### src/rtl/sync_bits_debounce_if.sv
// Bundle of the channel inputs, synchronised outputs and event handshake of
// sync_bits_debounce. The master modport is the synchroniser side.
interface sync_bits_debounce_if #(
  parameter int unsigned NCh       = 4,
  parameter int unsigned DbW       = 8,
  parameter int unsigned EdgeCntrW = 8
);
  localparam int unsigned ChW = $clog2(NCh) + 1;

  logic [NCh-1:0]           async_bits;
  logic [DbW-1:0]           db_cycles;
  logic                     cg;
  logic [NCh-1:0]           bits;
  logic [NCh-1:0]           edge_pulse;
  logic [NCh-1:0]           rise;
  logic [NCh-1:0]           fall;
  logic [NCh*EdgeCntrW-1:0] n_edge;
  logic [NCh*EdgeCntrW-1:0] n_rise;
  logic [NCh*EdgeCntrW-1:0] n_fall;
  logic                     ev_valid;
  logic [ChW-1:0]           ev_ch;
  logic                     ev_level;
  logic                     ev_ready;
  logic [NCh-1:0]           overflow;
  logic [NCh-1:0]           clr_overflow;

  modport master (
    input  async_bits, db_cycles, cg, ev_ready, clr_overflow,
    output bits, edge_pulse, rise, fall, n_edge, n_rise, n_fall,
    output ev_valid, ev_ch, ev_level, overflow
  );

  modport slave (
    output async_bits, db_cycles, cg, ev_ready, clr_overflow,
    input  bits, edge_pulse, rise, fall, n_edge, n_rise, n_fall,
    input  ev_valid, ev_ch, ev_level, overflow
  );
endinterface

### src/rtl/sync_bits_debounce.sv
// Multi-channel resynchroniser with programmable debounce, per-channel edge
// pulses and counters, and a one-slot-per-channel edge event queue.
module sync_bits_debounce #(
  parameter int unsigned NCh       = 4,
  parameter int unsigned NSync     = 2,
  parameter int unsigned DbW       = 8,
  parameter int unsigned EdgeCntrW = 8
) (
  input logic                  clk,
  input logic                  rst,
  sync_bits_debounce_if.master bus
);
  localparam int unsigned ChW = $clog2(NCh) + 1;

  typedef enum logic [0:0] {StIdle, StOffer} state_e;

  logic [NCh-1:0][NSync:0]       sync_q;
  logic [NCh-1:0][DbW-1:0]       cntr_q, cntr_d;
  logic [NCh-1:0]                deb_q, deb_d;
  logic [NCh-1:0]                stable, changed, toggle, edge_p;
  logic [NCh-1:0][EdgeCntrW-1:0] n_edge_q, n_rise_q, n_fall_q;
  logic [NCh-1:0]                pend_q, pend_d, lvl_q, lvl_d;
  logic [NCh-1:0]                fresh_q, fresh_d, ovf_q, ovf_d, acc_ch;
  state_e                        state_q, state_d;
  logic                          ev_valid_q, ev_valid_d, ev_level_q, ev_level_d;
  logic [ChW-1:0]                ev_ch_q, ev_ch_d, latch_ch;
  logic                          bypass, accept, latch;

  assign bypass = (bus.db_cycles == '0);
  assign accept = ev_valid_q && bus.ev_ready && bus.cg;

  // Resync shift register; the extra top flop holds the previous stable level.
  always_ff @(posedge clk or posedge rst) begin
    if (rst) begin
      sync_q <= '0;
    end else if (bus.cg) begin
      for (int ch = 0; ch < NCh; ch++) begin
        sync_q[ch] <= {sync_q[ch][NSync-1:0], bus.async_bits[ch]};
      end
    end
  end

  // Change detection and debounce next-state per channel.
  always_comb begin
    for (int ch = 0; ch < NCh; ch++) begin
      stable[ch]  = sync_q[ch][NSync-1];
      changed[ch] = sync_q[ch][NSync] ^ stable[ch];
      toggle[ch]  = stable[ch] ^ deb_q[ch];
      if (bypass) begin
        // deb tracks the input so leaving bypass starts from a settled state
        edge_p[ch] = changed[ch];
        deb_d[ch]  = stable[ch];
        cntr_d[ch] = '0;
      end else begin
        edge_p[ch] = toggle[ch] && !changed[ch] && (cntr_q[ch] >= bus.db_cycles);
        deb_d[ch]  = edge_p[ch] ? stable[ch] : deb_q[ch];
        if (changed[ch] || !toggle[ch] || edge_p[ch]) begin
          cntr_d[ch] = '0;
        end else if (&cntr_q[ch]) begin
          cntr_d[ch] = cntr_q[ch];
        end else begin
          cntr_d[ch] = cntr_q[ch] + DbW'(1);
        end
      end
    end
  end

  // Debounce state and wrapping edge counters.
  always_ff @(posedge clk or posedge rst) begin
    if (rst) begin
      deb_q    <= '0;
      cntr_q   <= '0;
      n_edge_q <= '0;
      n_rise_q <= '0;
      n_fall_q <= '0;
    end else if (bus.cg) begin
      deb_q  <= deb_d;
      cntr_q <= cntr_d;
      for (int ch = 0; ch < NCh; ch++) begin
        if (edge_p[ch]) n_edge_q[ch] <= n_edge_q[ch] + EdgeCntrW'(1);
        if (edge_p[ch] && stable[ch]) n_rise_q[ch] <= n_rise_q[ch] + EdgeCntrW'(1);
        if (edge_p[ch] && !stable[ch]) n_fall_q[ch] <= n_fall_q[ch] + EdgeCntrW'(1);
      end
    end
  end

  // Pending slots. fresh marks slot content not yet latched into an offer, so
  // an accept leaves the slot pending when a newer edge arrived during the offer.
  always_comb begin
    for (int ch = 0; ch < NCh; ch++) begin
      acc_ch[ch]  = accept && (ev_ch_q == ChW'(ch));
      pend_d[ch]  = pend_q[ch];
      lvl_d[ch]   = lvl_q[ch];
      fresh_d[ch] = fresh_q[ch];
      ovf_d[ch]   = ovf_q[ch] & ~bus.clr_overflow[ch];
      if (latch && (latch_ch == ChW'(ch))) fresh_d[ch] = 1'b0;
      if (edge_p[ch]) begin
        pend_d[ch]  = 1'b1;
        lvl_d[ch]   = stable[ch];
        fresh_d[ch] = 1'b1;
        if (pend_q[ch] && !acc_ch[ch]) ovf_d[ch] = 1'b1;
      end else if (acc_ch[ch] && !fresh_q[ch]) begin
        pend_d[ch] = 1'b0;
      end
    end
  end

  // Event FSM next-state and registered-output next values.
  always_comb begin
    state_d    = state_q;
    ev_valid_d = ev_valid_q;
    ev_ch_d    = ev_ch_q;
    ev_level_d = ev_level_q;
    latch      = 1'b0;
    latch_ch   = '0;
    unique case (state_q)
      StIdle: begin
        if (|pend_q) begin
          latch = 1'b1;
          // descending scan so the lowest pending index is the one kept
          for (int i = int'(NCh) - 1; i >= 0; i--) begin
            if (pend_q[i]) begin
              latch_ch   = ChW'(i);
              ev_level_d = lvl_q[i];
            end
          end
          ev_ch_d    = latch_ch;
          ev_valid_d = 1'b1;
          state_d    = StOffer;
        end
      end
      StOffer: begin
        if (accept) begin
          ev_valid_d = 1'b0;
          state_d    = StIdle;
        end
      end
      default: state_d = StIdle;
    endcase
  end

  // Slot, overflow and event FSM registers.
  always_ff @(posedge clk or posedge rst) begin
    if (rst) begin
      pend_q     <= '0;
      lvl_q      <= '0;
      fresh_q    <= '0;
      ovf_q      <= '0;
      state_q    <= StIdle;
      ev_valid_q <= 1'b0;
      ev_ch_q    <= '0;
      ev_level_q <= 1'b0;
    end else if (bus.cg) begin
      pend_q     <= pend_d;
      lvl_q      <= lvl_d;
      fresh_q    <= fresh_d;
      ovf_q      <= ovf_d;
      state_q    <= state_d;
      ev_valid_q <= ev_valid_d;
      ev_ch_q    <= ev_ch_d;
      ev_level_q <= ev_level_d;
    end
  end

  assign bus.bits       = bypass ? stable : deb_q;
  assign bus.edge_pulse = edge_p;
  assign bus.rise       = edge_p & stable;
  assign bus.fall       = edge_p & ~stable;
  assign bus.n_edge     = n_edge_q;
  assign bus.n_rise     = n_rise_q;
  assign bus.n_fall     = n_fall_q;
  assign bus.ev_valid   = ev_valid_q;
  assign bus.ev_ch      = ev_ch_q;
  assign bus.ev_level   = ev_level_q;
  assign bus.overflow   = ovf_q;
endmodule

### src/flat_wrapper.sv
// flat-port wrapper written by rule: the top's interface ports become plain ports
module sync_bits_debounce_flat 
#(
  parameter int unsigned NCh       = 4,
  parameter int unsigned NSync     = 2,
  parameter int unsigned DbW       = 8,
  parameter int unsigned EdgeCntrW = 8
)
  (clk, rst, bus_async_bits, bus_db_cycles, bus_cg, bus_ev_ready, bus_clr_overflow, bus_bits, bus_edge_pulse, bus_rise, bus_fall, bus_n_edge, bus_n_rise, bus_n_fall, bus_ev_valid, bus_ev_ch, bus_ev_level, bus_overflow);
  sync_bits_debounce_if #(.NCh(NCh), .DbW(DbW), .EdgeCntrW(EdgeCntrW)) bus_i ();
  input logic clk;
  input logic rst;
  input wire logic [$bits(bus_i.async_bits)-1:0] bus_async_bits;
  input wire logic [$bits(bus_i.db_cycles)-1:0] bus_db_cycles;
  input wire logic [$bits(bus_i.cg)-1:0] bus_cg;
  input wire logic [$bits(bus_i.ev_ready)-1:0] bus_ev_ready;
  input wire logic [$bits(bus_i.clr_overflow)-1:0] bus_clr_overflow;
  output wire logic [$bits(bus_i.bits)-1:0] bus_bits;
  output wire logic [$bits(bus_i.edge_pulse)-1:0] bus_edge_pulse;
  output wire logic [$bits(bus_i.rise)-1:0] bus_rise;
  output wire logic [$bits(bus_i.fall)-1:0] bus_fall;
  output wire logic [$bits(bus_i.n_edge)-1:0] bus_n_edge;
  output wire logic [$bits(bus_i.n_rise)-1:0] bus_n_rise;
  output wire logic [$bits(bus_i.n_fall)-1:0] bus_n_fall;
  output wire logic [$bits(bus_i.ev_valid)-1:0] bus_ev_valid;
  output wire logic [$bits(bus_i.ev_ch)-1:0] bus_ev_ch;
  output wire logic [$bits(bus_i.ev_level)-1:0] bus_ev_level;
  output wire logic [$bits(bus_i.overflow)-1:0] bus_overflow;
  assign bus_i.async_bits = bus_async_bits;
  assign bus_i.db_cycles = bus_db_cycles;
  assign bus_i.cg = bus_cg;
  assign bus_i.ev_ready = bus_ev_ready;
  assign bus_i.clr_overflow = bus_clr_overflow;
  assign bus_bits = bus_i.bits;
  assign bus_edge_pulse = bus_i.edge_pulse;
  assign bus_rise = bus_i.rise;
  assign bus_fall = bus_i.fall;
  assign bus_n_edge = bus_i.n_edge;
  assign bus_n_rise = bus_i.n_rise;
  assign bus_n_fall = bus_i.n_fall;
  assign bus_ev_valid = bus_i.ev_valid;
  assign bus_ev_ch = bus_i.ev_ch;
  assign bus_ev_level = bus_i.ev_level;
  assign bus_overflow = bus_i.overflow;
  sync_bits_debounce #(.NCh(NCh), .NSync(NSync), .DbW(DbW), .EdgeCntrW(EdgeCntrW)) u_core (.clk(clk), .rst(rst), .bus(bus_i));
endmodule
### config.mk
export PLATFORM = sky130hd
export DESIGN_NAME = sync_bits_debounce_flat
export DESIGN_NICKNAME = d
export VERILOG_FILES = /design/src/rtl/sync_bits_debounce_if.sv /design/src/rtl/sync_bits_debounce.sv /design/src/flat_wrapper.sv
export SDC_FILE = /design/constraint.sdc
export NUM_CORES = 1
export LEC_CHECK = 0
export CAP_MARGIN = 20
export CORE_ASPECT_RATIO = 2
export CORE_MARGIN = 5
export CORE_UTILIZATION = 54
export DETAILED_ROUTE_END_ITERATION = 10
export PLACE_DENSITY = 0.81
export SLEW_MARGIN = 20
export SYNTH_ARGS = -nofsm -noshare
export SYNTH_HDL_FRONTEND = slang
export SYNTH_SLANG_ARGS = --single-unit
### constraint.sdc
create_clock -name clk -period 5.7 [get_ports clk]
set_input_delay 0.855 -clock clk [delete_from_list [all_inputs] [get_ports clk]]
set_output_delay 0.855 -clock clk [all_outputs]
set_load 0.02 [all_outputs]
==> metrics.txt <==
# TYPE chip_impl_metric gauge
chip_impl_info{name="status",value="completed"} 1
chip_impl_info{name="worstHoldPathType",value="reg2reg"} 1
chip_impl_metric{name="synth_cell_type_count",unit=""} 72
chip_impl_metric{name="synth_edf_count",unit=""} 0
chip_impl_metric{name="post_synth_fa_ha_maj_area_fraction",unit="%"} 6.941
chip_impl_metric{name="antenna_found_initial",unit=""} 0
chip_impl_metric{name="maximum_number_of_pins_on_one_net_before_global_route_repair",unit=""} 93
chip_impl_info{name="cpMostUsedCell",value="sky130_fd_sc_hd__clkdlybuf4s50_1"} 1
chip_impl_info{name="end_kind",value="output port"} 1
chip_impl_metric{name="post_synth_simple_gate_area",unit="%"} 18.74
chip_impl_info{name="worst_r2r_startpoint",value="u_core.cntr_q[8]$_DFFE_PP0P_"} 1
chip_impl_metric{name="power.ir.vdd_worst",unit="mV"} 0.1990
chip_impl_info{name="timing.critical_path.slowest_stage_cell",value="sky130_fd_sc_hd__clkdlybuf4s50_1"} 1
chip_impl_info{name="synth_most_common_cell",value="sky130_fd_sc_hd__dfrtp_1"} 1
chip_impl_metric{name="gr-total-overflow",unit=""} 0
chip_impl_metric{name="syn_nets",unit=""} 909
chip_impl_metric{name="leakage",unit="nW"} 4.997
chip_impl_info{name="hold_crit_start",value="u_core.bus.n_rise[31]$_DFFE_PP0P_"} 1
chip_impl_metric{name="initialDrtViolationCount",unit=""} 223
chip_impl_metric{name="syn-mean-instance-area",unit="um2"} 10.29
chip_impl_metric{name="area_delta_synth_final",unit="%"} 25.50
chip_impl_info{name="yosys.area.top_type",value="sky130_fd_sc_hd__dfrtp_1"} 1
chip_impl_info{name="crit_chain",value="clkdlybuf4s50_1 > nor4_1 > buf_4 > nand2_1 > nand3_1 > o21ai_0 > a211oi_1 > clkdlybuf4s50_1"} 1
chip_impl_metric{name="fin_hold_ws",unit="ps"} 471.8
chip_impl_metric{name="grt_pass1_wl",unit="um"} 35370
chip_impl_metric{name="maximum_level_of_the_cts_h_tree",unit=""} 4
chip_impl_metric{name="place_area",unit="mm2"} 0.01023
chip_impl_metric{name="powerDensity",unit="mW/mm2"} 261.4
chip_impl_metric{name="worst_clock_skew",unit="ps"} 7.994
chip_impl_metric{name="cts_buffers",unit=""} 17
chip_impl_metric{name="postSynthRegisterBits",unit=""} 165
chip_impl_metric{name="via_count",unit=""} 6975
chip_impl_metric{name="die_area",unit="mm2"} 0.01881
chip_impl_metric{name="finalSetupViolCount",unit=""} 0
chip_impl_metric{name="synthXorXnorAreaFrac",unit="%"} 8.503
chip_impl_metric{name="worst_slew_pin_tran",unit="ps"} 838.5
chip_impl_metric{name="final_area",unit="mm2"} 0.01086
chip_impl_metric{name="top_level_ports",unit=""} 141
chip_impl_metric{name="route.detailed.wl_per_inst",unit="um"} 17.97
chip_impl_metric{name="buffers_inserted_by_post_cts_timing_repair",unit=""} 0
chip_impl_info{name="cts_tree",value="done"} 1
chip_impl_metric{name="grtUsageTotal",unit="%"} 23.44
chip_impl_metric{name="ant_cells",unit=""} 0
chip_impl_metric{name="syn-cell-area",unit="mm2"} 0.008652
chip_impl_metric{name="fmaxAchievable",unit="GHz"} 0.2143
chip_impl_metric{name="slowest_delay",unit="ps"} 670
chip_impl_metric{name="fillerInstances",unit=""} 1197
chip_impl_metric{name="setup_slack",unit="ps"} 1033
chip_impl_metric{name="place_ws",unit="ps"} 1055
chip_impl_metric{name="ctsLongestPathBuffers",unit=""} 2
chip_impl_metric{name="viasPerCell",unit=""} 5.847
chip_impl_info{name="synth.top_cells.by_count",value="sky130_fd_sc_hd__dfrtp_1 (165), sky130_fd_sc_hd__nand2_1 (76), sky130_fd_sc_hd__xnor2_1 (61)"} 1
chip_impl_metric{name="dp_hpwl",unit="um"} 15500
chip_impl_metric{name="drt_first_pass_iters",unit=""} 5
chip_impl_metric{name="die_y",unit="um"} 189.0
chip_impl_metric{name="post-route-drc-count",unit=""} 0
chip_impl_metric{name="initial_core_util",unit="%"} 54.84
chip_impl_metric{name="synth.top_cell.area_share",unit="%"} 47.72
chip_impl_metric{name="timing.critical_path.arrival",unit="ps"} 3810
chip_impl_metric{name="cts.sinks",unit=""} 165
chip_impl_info{name="crit_path_start_kind",value="primary input"} 1
chip_impl_info{name="synth_top_family_by_area",value="simple AND/OR/NAND/NOR gates"} 1
chip_impl_metric{name="critical_path.max_fanout",unit=""} 13
chip_impl_metric{name="fin_tns_setup",unit="ps"} 0
chip_impl_metric{name="portbufs",unit=""} 139
chip_impl_metric{name="ys.warnings.count",unit=""} 0
chip_impl_metric{name="synth_seq_area_share",unit="%"} 47.72
chip_impl_metric{name="final.period_utilization",unit="%"} 81.87
chip_impl_metric{name="coreArea",unit="mm2"} 0.01578
chip_impl_metric{name="synth_area_in_compound_gates",unit="%"} 11.76
chip_impl_metric{name="cts.hold.buffers_added",unit=""} 0
chip_impl_metric{name="synthesis.instances",unit=""} 841
chip_impl_metric{name="ant_nets",unit=""} 0
chip_impl_metric{name="max_cap_violations",unit=""} 0
chip_impl_info{name="cell_types_with_the_largest_area_share_after_synthesis",value="sky130_fd_sc_hd__dfrtp_1 (48%), sky130_fd_sc_hd__ha_1 (6.9%), sky130_fd_sc_hd__xnor2_1 (6.2%)"} 1
chip_impl_info{name="synth_top_flop_cell",value="sky130_fd_sc_hd__dfrtp_1"} 1
chip_impl_metric{name="synth.mux.area_fraction",unit="%"} 2.979
chip_impl_metric{name="critical_path_required",unit="ps"} 4850
chip_impl_metric{name="finalCriticalPeriod",unit="ps"} 4667
chip_impl_info{name="worst_setup_path_class",value="in2out"} 1
chip_impl_metric{name="finalWeightedCongestion",unit=""} 0.8366
chip_impl_metric{name="layout-drive-gt1-share",unit="%"} 8.569
chip_impl_metric{name="asyncSetResetFlopFracSynth",unit="%"} 100.0
chip_impl_metric{name="post_cts_resize_count",unit=""} 0
chip_impl_metric{name="clkLatencyLatePin",unit="ps"} 420
chip_impl_metric{name="slew_viol_final",unit=""} 0
chip_impl_metric{name="final_hold_viol_count",unit=""} 0
chip_impl_metric{name="routed_wirelength",unit="um"} 21440
chip_impl_metric{name="clk_pin_slew",unit="ps"} 60
chip_impl_metric{name="die_x",unit="um"} 99.51
chip_impl_info{name="startpoint",value="bus_db_cycles[0]"} 1
chip_impl_info{name="rsz0062_at_grt",value="false"} 1
chip_impl_metric{name="grt_pass1_vias",unit=""} 7286
chip_impl_metric{name="max-slew-margin-rel",unit="%"} 44.10
chip_impl_metric{name="layout.nets",unit=""} 1047
chip_impl_metric{name="core.rowCount",unit=""} 65
chip_impl_info{name="clock_tree.root_cell",value="sky130_fd_sc_hd__clkbuf_16"} 1
[critical path, delay by kind of cell]
family	cells	cell delay (ps)
AO/OA/AOI/OAI	2	650
buffers and inverters	3	1420
AND/OR/NAND/NOR	3	890
[report_power, final]
group | total (mW) | internal (mW) | switching (mW)
combinational | 0.316 | 0.136 | 0.180
sequential | 1.30 | 1.22 | 0.0765
clock | 1.22 | 0.714 | 0.509
total | 2.84 | 2.07 | 0.766
[per-stage QoR]
step	total power, mW	util, %	instances
3_3_place_gp	1.627	64.81	1161
4_1_cts	2.863	68.82	1193
6_report	2.838	68.82	1193
5_1_grt	2.956	68.82	1193
3_5_place_dp	1.638	64.81	1161
2_1_floorplan	1.510	-	841
[final cells by class]
| cell class | instances | area [um2] | area share [%] |
|---|---|---|---|
| timing repair buffer | 150 | 1469 | 13.53 |
| sequential | 165 | 4129 | 38.03 |
| inverter | 36 | 140.1 | 1.291 |
| tap | 201 | 251.5 | 2.316 |
| multi-input combinational | 609 | 4237 | 39.02 |
| clock inverter | 14 | 192.7 | 1.775 |
| clock buffer | 18 | 439.2 | 4.045 |
[cell usage in the layout, fill, tap and decap left out, types with 3 or more instances in the layout]
master                            instances
sky130_fd_sc_hd__dfrtp_1                165
sky130_fd_sc_hd__clkdlybuf4s50_1        138
sky130_fd_sc_hd__nand2_1                 76
sky130_fd_sc_hd__xnor2_1                 61
sky130_fd_sc_hd__ha_1                    48
sky130_fd_sc_hd__a21oi_1                 44
sky130_fd_sc_hd__nand3_1                 42
sky130_fd_sc_hd__nand4_1                 41
sky130_fd_sc_hd__nor2_1                  35
sky130_fd_sc_hd__inv_1                   35
sky130_fd_sc_hd__o21ai_0                 35
sky130_fd_sc_hd__and3_1                  26
sky130_fd_sc_hd__xor2_1                  23
sky130_fd_sc_hd__mux2_2                  21
sky130_fd_sc_hd__clkbuf_16               17
sky130_fd_sc_hd__nor3_1                  15
sky130_fd_sc_hd__nand2b_1                11
sky130_fd_sc_hd__buf_4                   11
sky130_fd_sc_hd__and2_1                  10
sky130_fd_sc_hd__a41oi_1                  8
sky130_fd_sc_hd__a21o_1                   8
sky130_fd_sc_hd__and4_1                   6
sky130_fd_sc_hd__o211ai_1                 6
sky130_fd_sc_hd__o21a_1                   5
sky130_fd_sc_hd__o31ai_1                  5
sky130_fd_sc_hd__nor4_1                   4
sky130_fd_sc_hd__o22ai_1                  4
sky130_fd_sc_hd__nor3_2                   4
sky130_fd_sc_hd__nor2b_1                  4
sky130_fd_sc_hd__o2bb2ai_1                4
sky130_fd_sc_hd__inv_6                    4
sky130_fd_sc_hd__a211oi_1                 3
sky130_fd_sc_hd__nand4b_1                 3
sky130_fd_sc_hd__a2111o_1                 3
sky130_fd_sc_hd__nand3b_1                 3
sky130_fd_sc_hd__or3b_2                   3
sky130_fd_sc_hd__a31oi_1                  3
sky130_fd_sc_hd__bufinv_16                3
sky130_fd_sc_hd__clkinv_4                 3
sky130_fd_sc_hd__clkinvlp_4               3
[per-layer routing]
metal  up-vias  part of all wire, %  routed length (um)  global-route usage [%]
met5         -                    0                   0                       0
met4         0                  3.3                 714                   10.84
met3        47                  3.9                 829                   3.945
met1      3435                   37                7887                   24.73
met2       176                   56               12010                   44.17
li1       3317                    -                   -                       -
[state kept, by name, indices dropped and copies added (netlist names), 8 cells and up]
signal and count:
u_core.bus.n_edge 32, u_core.bus.n_fall 32, u_core.bus.n_rise 32, u_core.cntr_q 32
u_core.sync_q 8
[worst paths after layout]
check | endpoint | slack (ps) | cells past startpoint
worst min-delay path | u_core.bus.n_rise[31]$_DFFE_PP0P_ | 470 | 1
min in group asynchronous | u_core.bus.n_edge[30]$_DFFE_PP0P_ | 980 | 2
worst min register to register | u_core.bus.n_rise[31]$_DFFE_PP0P_ | 470 | 1
max in group asynchronous | u_core.cntr_q[24]$_DFFE_PP0P_ | 3650 | 3
worst max-delay path | bus_rise[2] | 1030 | 8
worst max register to register | u_core.cntr_q[11]$_DFFE_PP0P_ | 2760 | 8
[cell families (layout without fill, tap and decap cells)]
kind of cell	Yosys count	in the layout
adders and majority gates	48	48
xor gates and xnor gates	84	84
and+or+nand+nor	300	300
buffers and inverters	67	218
DFF	165	165
muxes	23	23
other	1	1
AOI/OAI and AO/OA	153	153
(Power assumes the default switching activity.)
